--- src/rtl/pipe_ctrl_if.sv ---
// Handshake bundle between the pipeline controller and the datapath/hazard/memory blocks.
// The controller connects through the slave modport; the driver of hazard/branch/memory flags uses master.
interface pipe_ctrl_if #(
  parameter int CNT_W = 32
) ();
  logic             hazard_i;
  logic             branch_taken_i;
  logic             jump_i;
  logic             dmem_req_i;
  logic             dmem_ack_i;
  logic             pc_write_o;
  logic             if_id_write_o;
  logic             if_id_flush_o;
  logic             id_ex_write_o;
  logic             id_ex_bubble_o;
  logic             ex_mem_write_o;
  logic             mem_wb_bubble_o;
  logic             dmem_valid_o;
  logic             halt_o;
  logic [CNT_W-1:0] stall_cnt_o;
  logic [CNT_W-1:0] flush_cnt_o;

  modport slave (
    input  hazard_i, branch_taken_i, jump_i, dmem_req_i, dmem_ack_i,
    output pc_write_o, if_id_write_o, if_id_flush_o, id_ex_write_o, id_ex_bubble_o,
           ex_mem_write_o, mem_wb_bubble_o, dmem_valid_o, halt_o, stall_cnt_o, flush_cnt_o
  );

  modport master (
    output hazard_i, branch_taken_i, jump_i, dmem_req_i, dmem_ack_i,
    input  pc_write_o, if_id_write_o, if_id_flush_o, id_ex_write_o, id_ex_bubble_o,
           ex_mem_write_o, mem_wb_bubble_o, dmem_valid_o, halt_o, stall_cnt_o, flush_cnt_o
  );
endinterface

--- src/rtl/pipe_ctrl.sv ---
// 5-stage pipeline stall/flush controller with data-memory wait and timeout halt.
// Optional statistics counters are built only when PIPE_STAT_EN is defined.
module pipe_ctrl #(
  parameter int MEM_TIMEOUT = 255,
  parameter int CNT_W       = 32
) (
  input  logic       clk_i,
  input  logic       rst_i,
  pipe_ctrl_if.slave bus
);
  localparam int WAIT_W = $clog2(MEM_TIMEOUT + 1);
  localparam logic [WAIT_W-1:0] TMO_LAST = WAIT_W'(MEM_TIMEOUT - 1);

  typedef enum logic [1:0] {RUN, MEM_WAIT, HALT} state_t;

  state_t            state, state_nxt;
  logic [WAIT_W-1:0] wait_cnt, wait_nxt;
  logic              freeze;
  logic              pc_write, if_id_write, if_id_flush, id_ex_write, id_ex_bubble;
  logic              ex_mem_write, mem_wb_bubble, dmem_valid;

  always_ff @(posedge clk_i or negedge rst_i) begin
    if (!rst_i) begin
      state    <= RUN;
      wait_cnt <= '0;
    end else begin
      state    <= state_nxt;
      wait_cnt <= wait_nxt;
    end
  end

  always_comb begin
    state_nxt = state;
    wait_nxt  = wait_cnt;
    freeze    = 1'b0;
    case (state)
      RUN: begin
        // same-cycle ack completes the access without stalling
        if (bus.dmem_req_i && !bus.dmem_ack_i) begin
          state_nxt = MEM_WAIT;
          wait_nxt  = '0;
          freeze    = 1'b1;
        end
      end
      MEM_WAIT: begin
        if (bus.dmem_ack_i) begin
          state_nxt = RUN;
        end else begin
          freeze = 1'b1;
          if (wait_cnt >= TMO_LAST) state_nxt = HALT;
          else                      wait_nxt  = wait_cnt + WAIT_W'(1);
        end
      end
      HALT:    freeze = 1'b1;
      default: state_nxt = RUN;
    endcase
  end

  // All controls are forced low while reset is held, independent of the clock.
  always_comb begin
    pc_write      = 1'b0;
    if_id_write   = 1'b0;
    if_id_flush   = 1'b0;
    id_ex_write   = 1'b0;
    id_ex_bubble  = 1'b0;
    ex_mem_write  = 1'b0;
    mem_wb_bubble = 1'b0;
    dmem_valid    = 1'b0;
    if (rst_i) begin
      case (state)
        RUN:      dmem_valid = bus.dmem_req_i;
        MEM_WAIT: dmem_valid = 1'b1;
        default:  dmem_valid = 1'b0;
      endcase
      if (freeze) begin
        mem_wb_bubble = 1'b1;
      end else if (bus.hazard_i) begin
        id_ex_write  = 1'b1;
        id_ex_bubble = 1'b1;
        ex_mem_write = 1'b1;
      end else begin
        pc_write     = 1'b1;
        if_id_write  = 1'b1;
        id_ex_write  = 1'b1;
        ex_mem_write = 1'b1;
        if_id_flush  = bus.branch_taken_i | bus.jump_i;
      end
    end
  end

  assign bus.pc_write_o      = pc_write;
  assign bus.if_id_write_o   = if_id_write;
  assign bus.if_id_flush_o   = if_id_flush;
  assign bus.id_ex_write_o   = id_ex_write;
  assign bus.id_ex_bubble_o  = id_ex_bubble;
  assign bus.ex_mem_write_o  = ex_mem_write;
  assign bus.mem_wb_bubble_o = mem_wb_bubble;
  assign bus.dmem_valid_o    = dmem_valid;
  assign bus.halt_o          = (state == HALT);

`ifdef PIPE_STAT_EN
  logic [CNT_W-1:0] stall_cnt, flush_cnt;

  always_ff @(posedge clk_i or negedge rst_i) begin
    if (!rst_i) begin
      stall_cnt <= '0;
      flush_cnt <= '0;
    end else begin
      if (!pc_write && stall_cnt != '1)   stall_cnt <= stall_cnt + CNT_W'(1);
      if (if_id_flush && flush_cnt != '1) flush_cnt <= flush_cnt + CNT_W'(1);
    end
  end

  assign bus.stall_cnt_o = stall_cnt;
  assign bus.flush_cnt_o = flush_cnt;
`else
  assign bus.stall_cnt_o = '0;
  assign bus.flush_cnt_o = '0;
`endif
endmodule

--- src/flat_wrapper.sv ---
// flat-port wrapper written by rule: the top's interface ports become plain ports
module pipe_ctrl_flat 
#(
  parameter int MEM_TIMEOUT = 255,
  parameter int CNT_W       = 32
)
  (clk_i, rst_i, bus_hazard_i, bus_branch_taken_i, bus_jump_i, bus_dmem_req_i, bus_dmem_ack_i, bus_pc_write_o, bus_if_id_write_o, bus_if_id_flush_o, bus_id_ex_write_o, bus_id_ex_bubble_o, bus_ex_mem_write_o, bus_mem_wb_bubble_o, bus_dmem_valid_o, bus_halt_o, bus_stall_cnt_o, bus_flush_cnt_o);
  pipe_ctrl_if #(.CNT_W(CNT_W)) bus_i ();
  input  logic clk_i;
  input  logic rst_i;
  input wire logic [$bits(bus_i.hazard_i)-1:0] bus_hazard_i;
  input wire logic [$bits(bus_i.branch_taken_i)-1:0] bus_branch_taken_i;
  input wire logic [$bits(bus_i.jump_i)-1:0] bus_jump_i;
  input wire logic [$bits(bus_i.dmem_req_i)-1:0] bus_dmem_req_i;
  input wire logic [$bits(bus_i.dmem_ack_i)-1:0] bus_dmem_ack_i;
  output wire logic [$bits(bus_i.pc_write_o)-1:0] bus_pc_write_o;
  output wire logic [$bits(bus_i.if_id_write_o)-1:0] bus_if_id_write_o;
  output wire logic [$bits(bus_i.if_id_flush_o)-1:0] bus_if_id_flush_o;
  output wire logic [$bits(bus_i.id_ex_write_o)-1:0] bus_id_ex_write_o;
  output wire logic [$bits(bus_i.id_ex_bubble_o)-1:0] bus_id_ex_bubble_o;
  output wire logic [$bits(bus_i.ex_mem_write_o)-1:0] bus_ex_mem_write_o;
  output wire logic [$bits(bus_i.mem_wb_bubble_o)-1:0] bus_mem_wb_bubble_o;
  output wire logic [$bits(bus_i.dmem_valid_o)-1:0] bus_dmem_valid_o;
  output wire logic [$bits(bus_i.halt_o)-1:0] bus_halt_o;
  output wire logic [$bits(bus_i.stall_cnt_o)-1:0] bus_stall_cnt_o;
  output wire logic [$bits(bus_i.flush_cnt_o)-1:0] bus_flush_cnt_o;
  assign bus_i.hazard_i = bus_hazard_i;
  assign bus_i.branch_taken_i = bus_branch_taken_i;
  assign bus_i.jump_i = bus_jump_i;
  assign bus_i.dmem_req_i = bus_dmem_req_i;
  assign bus_i.dmem_ack_i = bus_dmem_ack_i;
  assign bus_pc_write_o = bus_i.pc_write_o;
  assign bus_if_id_write_o = bus_i.if_id_write_o;
  assign bus_if_id_flush_o = bus_i.if_id_flush_o;
  assign bus_id_ex_write_o = bus_i.id_ex_write_o;
  assign bus_id_ex_bubble_o = bus_i.id_ex_bubble_o;
  assign bus_ex_mem_write_o = bus_i.ex_mem_write_o;
  assign bus_mem_wb_bubble_o = bus_i.mem_wb_bubble_o;
  assign bus_dmem_valid_o = bus_i.dmem_valid_o;
  assign bus_halt_o = bus_i.halt_o;
  assign bus_stall_cnt_o = bus_i.stall_cnt_o;
  assign bus_flush_cnt_o = bus_i.flush_cnt_o;
  pipe_ctrl #(.MEM_TIMEOUT(MEM_TIMEOUT), .CNT_W(CNT_W)) u_core (.clk_i(clk_i), .rst_i(rst_i), .bus(bus_i));
endmodule
--- config.mk ---
export PLATFORM = sky130hd
export DESIGN_NAME = pipe_ctrl_flat
export DESIGN_NICKNAME = d
export VERILOG_FILES = /design/src/rtl/pipe_ctrl_if.sv /design/src/rtl/pipe_ctrl.sv /design/src/flat_wrapper.sv
export SDC_FILE = /design/constraint.sdc
export NUM_CORES = 1
export LEC_CHECK = 0
export CAP_MARGIN = 10
export CORE_MARGIN = 2
export CORE_UTILIZATION = 34
export DETAILED_ROUTE_END_ITERATION = 8
export HOLD_SLACK_MARGIN = 0.02
export PLACE_DENSITY = 0.85
export SETUP_SLACK_MARGIN = 0.2
export SLEW_MARGIN = 15
export SYNTH_ARGS = -nofsm -noshare
export SYNTH_HDL_FRONTEND = slang
export SYNTH_SLANG_ARGS = --single-unit
--- constraint.sdc ---
create_clock -name clk_i -period 2.36 [get_ports clk_i]
set_input_delay 0.472 -clock clk_i [delete_from_list [all_inputs] [get_ports clk_i]]
set_output_delay 0.472 -clock clk_i [all_outputs]
set_load 0.01 [all_outputs]
### Word level (Yosys, flattened, before mapping)

Index checks and enable logic that the tools add are counted.

* flip-flop bits (word level): 10
* bits of input ports: 7
* word-level logic and storage cells: 44
* output and inout port bits: 73

* $lt $le $gt $ge: 1
* $add $sub $neg: 1
* eq/ne operators: 6
* mux-type cells: 26
* reductions and logical operators: 6
* bitwise logic cells: 2

Operators by type and width (count)
* $mux W8: 3
* $mux W1: 16
* $pmux W8 S2: 1
* $add A8 B1 Y8 const B: 1
* $ge A8 B8 Y1 const B: 1
* $mux W2: 3
* $pmux W2 S3: 1
* $ne A2 B2 Y1 const B: 2
* $reduce_and A4 Y1: 1
* $ne A3 B2 Y1 const B: 1
* $pmux W1 S3: 1
* $reduce_and A3 Y1: 1
* $eq A2 B1 Y1 const B: 1
* $eq A2 B2 Y1 const B: 1
* $logic_not A2 Y1: 1
* $ne A2 B1 Y1 const B: 1
* $pmux W1 S2: 1
* $reduce_bool A2 Y1: 1
* $logic_and A1 B1 Y1: 1
* $logic_not A1 Y1: 1
* $not A1 Y1: 1
* $or A1 B1 Y1: 1

### Longest topological paths before layout

Gate-level depths: netlist of the first run.

* depth in word-level cells: 6
* mapped depth: 6
* mapped depth without buffers: 6

### Worst setup path after synthesis of the first run

Ideal clock, no wire load.

* kind: in2out
* start point: in bus_dmem_req_i
* end point: out bus_id_ex_bubble_o
* stages on the path: 4
* path slack: 659 ps
* buffers on the path: 0
* data required time: 1888 ps
* arrival: 1229 ps
* cells stage by stage: nor2_1 o311ai_0 inv_1 and2_1

* word-level cells in the longest chain between the ends: 5

Ends and longest elaborated chain
* from (decl): line flat_wrapper.sv:14 `input wire logic [$bits(bus_i.dmem_req_i)-1:0] bus_dmem_req_i;`
* $logic_and A1 B1 Y1: line pipe_ctrl.sv:39 `if (bus.dmem_req_i && !bus.dmem_ack_i) begin`
* $mux W1: line pipe_ctrl.sv:39
* $pmux W1 S3: line pipe_ctrl.sv:36 `case (state)`
* $mux W1: line pipe_ctrl.sv:75 `if (freeze) begin`
* $mux W1: line pipe_ctrl.sv:69 `if (rst_i) begin`
* to (decl): line flat_wrapper.sv:20 `output wire logic [$bits(bus_i.id_ex_bubble_o)-1:0] bus_id_ex_bubble_o;`

Every way passes these cells.

### Worst setup path after layout of the first run

* start point: reg u_core.state[0]
* end point: out bus_id_ex_bubble_o

* word-level cells in the longest chain between the ends: 4
* elaborated cells between the ends (all ways): 6
* classes of those cells: eq/ne (2); mux (3); reduce/logical (1)

Ends and longest elaborated chain
* from (decl): line pipe_ctrl.sv:16 `state_t state, state_nxt;`
* from (signal assigned): line pipe_ctrl.sv:27 `state <= state_nxt;`
* $eq A2 B2 Y1 (tied with other cells): line pipe_ctrl.sv:36
* $pmux W1 S3 (*): line pipe_ctrl.sv:36
* $mux W1 (*): line pipe_ctrl.sv:75
* $mux W1 (*): line pipe_ctrl.sv:69

Every way passes the cells marked *; elsewhere a longest branch is shown, timed or not.

==> run summary, run 1 <==
Crit path required time - 1890 ps
Critical Path Source Type - flop
die footprint - 3620 sq um
first-pass GRT wire length - 2350 microns
CP Max Fanout - 5
initial antenna violation count - 0
top_reg_cell synth - dfrtp_1
top sig layer - met4
min cycle time layout - 2110 ps
Seq/Total Area, Yosys - 0.233
critical path capture point type - output port
Area Overhead vs Synth - 4.78%
DRT iter0 DRCs - 13
DR pass1 iterations - 4
layout cells sized above 1 - 0.146
port bufs - 15
pwr/cell area - 427 nW/um^2
cell row count - 20
clock latency on the worst-skew pair - 260 ps
met2 WL - 861 microns
Slew Limit Fails - 0
I/O Pins - 80
syn avg cell area - 8.45 sq um
Cell Area, Synth - 1070 sq um
root buf cell - clkbuf_4
H-tree Lvls - 1
Final Hold Viols - 0
RSZ-0062 raised after global routing - no
core area - 3030 sq um
outcome - completed
Worst-path clk slew - 60 ps
Inserted Clock Buffers - 3
worst hold-check path type - input pin to async pin
Setup CP Type - flop to output port
Netlist cell types - 28
Starting Density - 0.355
setup-violating endpoint count in the final report - 0
worst hold slack - 347 ps
hold buffers post-CTS - 0
Final Core Density - 0.371
flops & latches, synth - 10
total track usage - 0.0889
detailed-route DRC error count - 0
CTS max path bufs - 2
Synth warnings - 0
WL met1 - 613 microns
pin count of the biggest net entering global routing - 13
EDFF count, synth - 0
Die H - 60.2 microns
drt via density - 3.81
DPL Wire Length - 1230 microns
Sink Count - 10
Layout Skew - 6.30 ps
vias in the first global route - 547
met3 WL - 175 microns
wire length per cell - 8.62 microns
Slew @ Worst Pin - 602 ps
Leakage - 0.617 nW
final net count - 162
Die Width - 60.2 microns
vias - 742
critical path data arrival time - 1640 ps
total wire length - 1680 microns
Power Total - 0.480 mW
GRT overflow - 0
worst vdd ir - 0.000146 V
Max Freq - 474 MHz
fillers - 329
gpl congestion - 0.854
Routed Antenna Nets - 0
Async SR Flop Fraction - 1.00
post-synthesis cell count - 127
Diodes inserted - 0
Worst slew margin - 0.595
max capacitance violation total - 0
fin crit share - 0.894
TritonCTS clock tree - yes
state kept, by name, summed over array words and instances, names as in the netlist:
name	flops
u_core.state	2
u_core.wait_cnt	8
placed cells by master (no fill, tap or decap), types with 2 or more instances in the layout:
cell type	count
buf_4	9
clkbuf_4	3
clkdlybuf4s50_1	4
conb_1	64
dfrtp_1	8
dfrtp_2	2
dlygate4sd2_1	9
ha_1	2
inv_1	3
nand2_1	4
nand3_1	5
nor2_1	2
nor2_2	2
nor3_1	3
nor3b_1	2
o211ai_1	2
o21a_1	3
o21ai_0	6
o31ai_1	2
routing by layer:
metal	vias to the layer above	global-route usage
met3	3	0.0195
met4	0	0.0571
met2	53	0.148
met5	-	0
li1	346	-
met1	340	0.102
per-stage QoR:
stage               setup TNS (ps)  instance area [sq um]  instances  worst slack [ps]
global placement              -876                   1050        187              -180
floorplan                        0                   1310        190               659
finish                           0                   1120        195               250
CTS                              0                   1100        194               176
detailed placement           -1170                   1050        187              -226
global route                     0                   1120        195               191
power breakdown:
| part | leakage, nW | internal [mW] | switching (mW) | total, mW |
|---|---|---|---|---|
| clock | 0.0138 | 0.0587 | 0.0544 | 0.113 |
| sequential | 0.134 | 0.190 | 0.0261 | 0.216 |
| combinational | 0.470 | 0.0555 | 0.0955 | 0.151 |
path summary, 6_finish.rpt:
kind	startpoint	to	slack, ps	cells past startpoint
max	u_core.state[0]	bus_id_ex_bubble_o	250	5
min	rst_i	u_core.state[0]	350	2
max reg2reg	u_core.state[1]	u_core.wait_cnt[7]	460	6
min reg2reg	u_core.wait_cnt[4]	u_core.wait_cnt[4]	500	1
max in group asynchronous	rst_i	u_core.state[1]	1860	2
min in group clk_i	u_core.wait_cnt[4]	u_core.wait_cnt[4]	500	1
layout make-up:
class / count / area [sq um] / area share
clock buffer: 3 / 22.5 / 0.0200
inverter: 3 / 11.3 / 0.0100
multi-input combinational: 110 / 564 / 0.502
sequential: 10 / 253 / 0.225
tap: 44 / 55.1 / 0.0489
timing repair buffer: 25 / 219 / 0.195
cell families (layout without fill, tap and decap cells):
| kind of cell | count (synthesis) | after routing | synth area share |
|---|---|---|---|
| other | 1 | 64 | 0.00349 |
| multiplexers | 1 | 1 | 0.00932 |
| flip-flops | 10 | 10 | 0.233 |
| AO/OA/AOI/OAI | 18 | 18 | 0.115 |
| AND/OR/NAND/NOR | 25 | 25 | 0.133 |
| adder cells (fa/ha/maj) | 2 | 2 | 0.0233 |
| buffers and inverters | 70 | 31 | 0.483 |
synthesized netlist by cell type, drive strengths merged, types with 2 or more instances:
| library cell | n | area share |
|---|---|---|
| nor3 | 3 | 0.014 |
| nor2 | 4 | 0.014 |
| nor3b | 2 | 0.014 |
| ha | 2 | 0.023 |
| o31ai | 2 | 0.014 |
| nand2 | 4 | 0.014 |
| nand3 | 5 | 0.023 |
| o21a | 3 | 0.021 |
| buf | 67 | 0.47 |
| dfrtp | 10 | 0.23 |
| o211ai | 2 | 0.014 |
| inv | 3 | 0.010 |
| o21ai | 6 | 0.028 |
critical path: stages, from the launching register on:
cell           delay (ps)
dfrtp_2               430
or2b_1                290
o311ai_4              110
inv_1                 100
and2_1                170
dlygate4sd2_1         270
repair_timing:
action | 4_1_cts | 5_1_grt
resized for setup | 18 | 4
setup buffers | 4 | 1
pin swaps | 2 | 2
setup endpoints to repair | 8 | 3
Power figures use the tool's default switching activity.
==> inputs of run 2 (changes only) <==
CORE_MARGIN = default   (was 2)
==> run 2 against run 1 <==
Compared with the run above: sequential share of layout area up 0.40 points; worst setup slack gained 49 ps; clock power is 33% higher; die area fell by 6.5%; design area down 2.2%; cell count decreased by 1.0%; register-to-register slack gained 20 ps; sequential power is essentially flat; largest cell class unchanged; highest routed layer unchanged.
==> run summary, run 2 (same netlist as run 1, synthesis figures left out) <==
outcome - completed
die footprint - 3390 sq um (-6.5%)
first-pass GRT wire length - 2210 microns (-5.9%)
max capacitance violation total - 0 (unchanged)
Slew @ Worst Pin - 561 ps (-40.8 ps)
RSZ-0062 raised after global routing - no
Diodes inserted - 0 (unchanged)
Routed Antenna Nets - 0 (unchanged)
Largest Register - u_core.wait_cnt
setup-violating endpoint count in the final report - 0 (unchanged)
Worst slew margin - 0.622 (+0.0275)
Power Total - 0.512 mW (+6.5%)
critical path data arrival time - 1590 ps (-50 ps)
max reg flops - 8 (unchanged)
initial antenna violation count - 0 (unchanged)
Sink Count - 10 (unchanged)
detailed-route DRC error count - 0 (unchanged)
Starting Density - 0.355 (unchanged)
clock latency on the worst-skew pair - 260 ps (about the same)
Final Core Density - 0.363 (-0.00826)
fin crit share - 0.873 (-0.0206)
wire length per cell - 7.44 microns (-14%)
final net count - 159 (-1.9%)
pwr/cell area - 465 nW/um^2 (+8.9%)
total track usage - 0.0864 (-0.00256)
critical path capture point type - output port
Final Hold Viols - 0 (unchanged)
worst path cell trace - or2b_1 -> o311ai_2 -> inv_1 -> and2_1 -> dlygate4sd2_1
Area Overhead vs Synth - 2.45%
most frequent cells in the layout - 64 x conb_1, 9 x dfrtp_1, 7 x dlygate4sd2_1, 7 x buf_4, 6 x o21ai_0
fillers - 330 (+0.30%)
CTS max path bufs - 2 (unchanged)
Critical path buffers and inverters - 2 (unchanged)
Critical Path Source Type - flop
WHS Path Cells - 1
Leakage - 0.614 nW (-0.49%)
worst vdd ir - 0.000191 V (+31%)
Max Freq - 485 MHz (+2.4%)
footprint of the multi-input gates - 554 sq um (-1.8%)
slowest CP cell - dfrtp_1
TritonCTS clock tree - yes
most common cell after layout, fill and taps aside - conb_1
DRT iter0 DRCs - 9 (-4)
DR pass1 iterations - 4 (unchanged)
gpl congestion - 0.859 (+0.60%)
worst hold-check path type - flop to flop
CP top delay family - simple AND/OR/NAND/NOR gates
Worst-path clk slew - 70 ps (about the same)
Slew Limit Fails - 0 (unchanged)
total wire length - 1440 microns (-15%)
DPL Wire Length - 1210 microns (-1.5%)
Die Width - 58.2 microns (-3.3%)
pin count of the biggest net entering global routing - 9 (-4)
core area - 3030 sq um (unchanged)
cell row count - 20 (unchanged)
CP Max Fanout - 6 (+1)
reg2reg path depth - 6 (unchanged)
Setup TNS Final - 0 ps (unchanged)
GRT overflow - 0 (unchanged)
Seq. cell area - 251 sq um (-0.49%)
largest stage delay on the critical path - 420 ps (about the same)
drt via density - 3.68 (-3.2%)
port bufs - 15 (unchanged)
Setup CP Type - flop to output port
Layout Skew - 4.29 ps (-2.01 ps)
Crit path depth - 5 (unchanged)
biggest regs - u_core.wait_cnt (8), u_core.state (2)
layout cells sized above 1 - 0.128 (-0.0182)
min cycle time layout - 2060 ps (-48.7 ps)
I/O Pins - 80 (unchanged)
H-tree Lvls - 1 (unchanged)
vias - 711 (-4.2%)
Crit path required time - 1890 ps (about the same)
root buf cell - clkbuf_4
Inserted Clock Buffers - 3 (unchanged)
Die H - 58.2 microns (-3.3%)
vias in the first global route - 537 (-1.8%)
-- run 2: path summary, 6_finish.rpt --
path,slack [ps],startpoint,end
setup / recovery,300,u_core.state[0],bus_id_ex_bubble_o
hold / removal,500,u_core.wait_cnt[7],u_core.wait_cnt[7]
setup reg to reg,480,u_core.wait_cnt[0],u_core.wait_cnt[3]
hold reg to reg,500,u_core.wait_cnt[7],u_core.wait_cnt[7]
max in group asynchronous,1520,rst_i,u_core.wait_cnt[6]
min in group asynchronous,550,rst_i,u_core.wait_cnt[2]
-- run 2: per-stage QoR --
stage	cells	setup slack, ps	cell area [sq um]	hold WS, ps
6_report	193	299	1100	496
5_1_grt	193	203	1100	510
3_3_place_gp	188	-185	1050	478
4_1_cts	193	86.2	1100	498
3_5_place_dp	188	-270	1050	482
2_1_floorplan	190	659	1310	176
-- run 2: layer usage --
layer  global-route usage  vias up  part of all wire
met4               0.0510        0            0.0070
met3               0.0246        2              0.11
li1                     -      338                 -
met2                0.146       49              0.50
met1               0.0962      322              0.39
met5                    0        -                 0
-- run 2: where the power goes --
group          total (mW)  internal (mW)  switching (mW)  leakage (nW)
registers           0.217          0.190          0.0271         0.135
logic               0.145         0.0527          0.0923         0.458
clock network       0.150         0.0935          0.0561        0.0210
-- run 2: final cells by class --
| class | count | area share |
|---|---|---|
| Inverter | 3 | 0.0102 |
| Multi-Input combinational cell | 110 | 0.504 |
| Timing Repair Buffer | 22 | 0.174 |
| Clock buffer | 4 | 0.0330 |
| Sequential cell | 10 | 0.229 |
| Tap cell | 44 | 0.0501 |
-- run 2: what timing repair did --
action / CTS / global route
pin swaps: 2 / 2
hold buffers: 0 / 0
gates resized for setup: 12 / 6
endpoints found under the setup margin: 8 / 6
setup buffers: 1 / 0
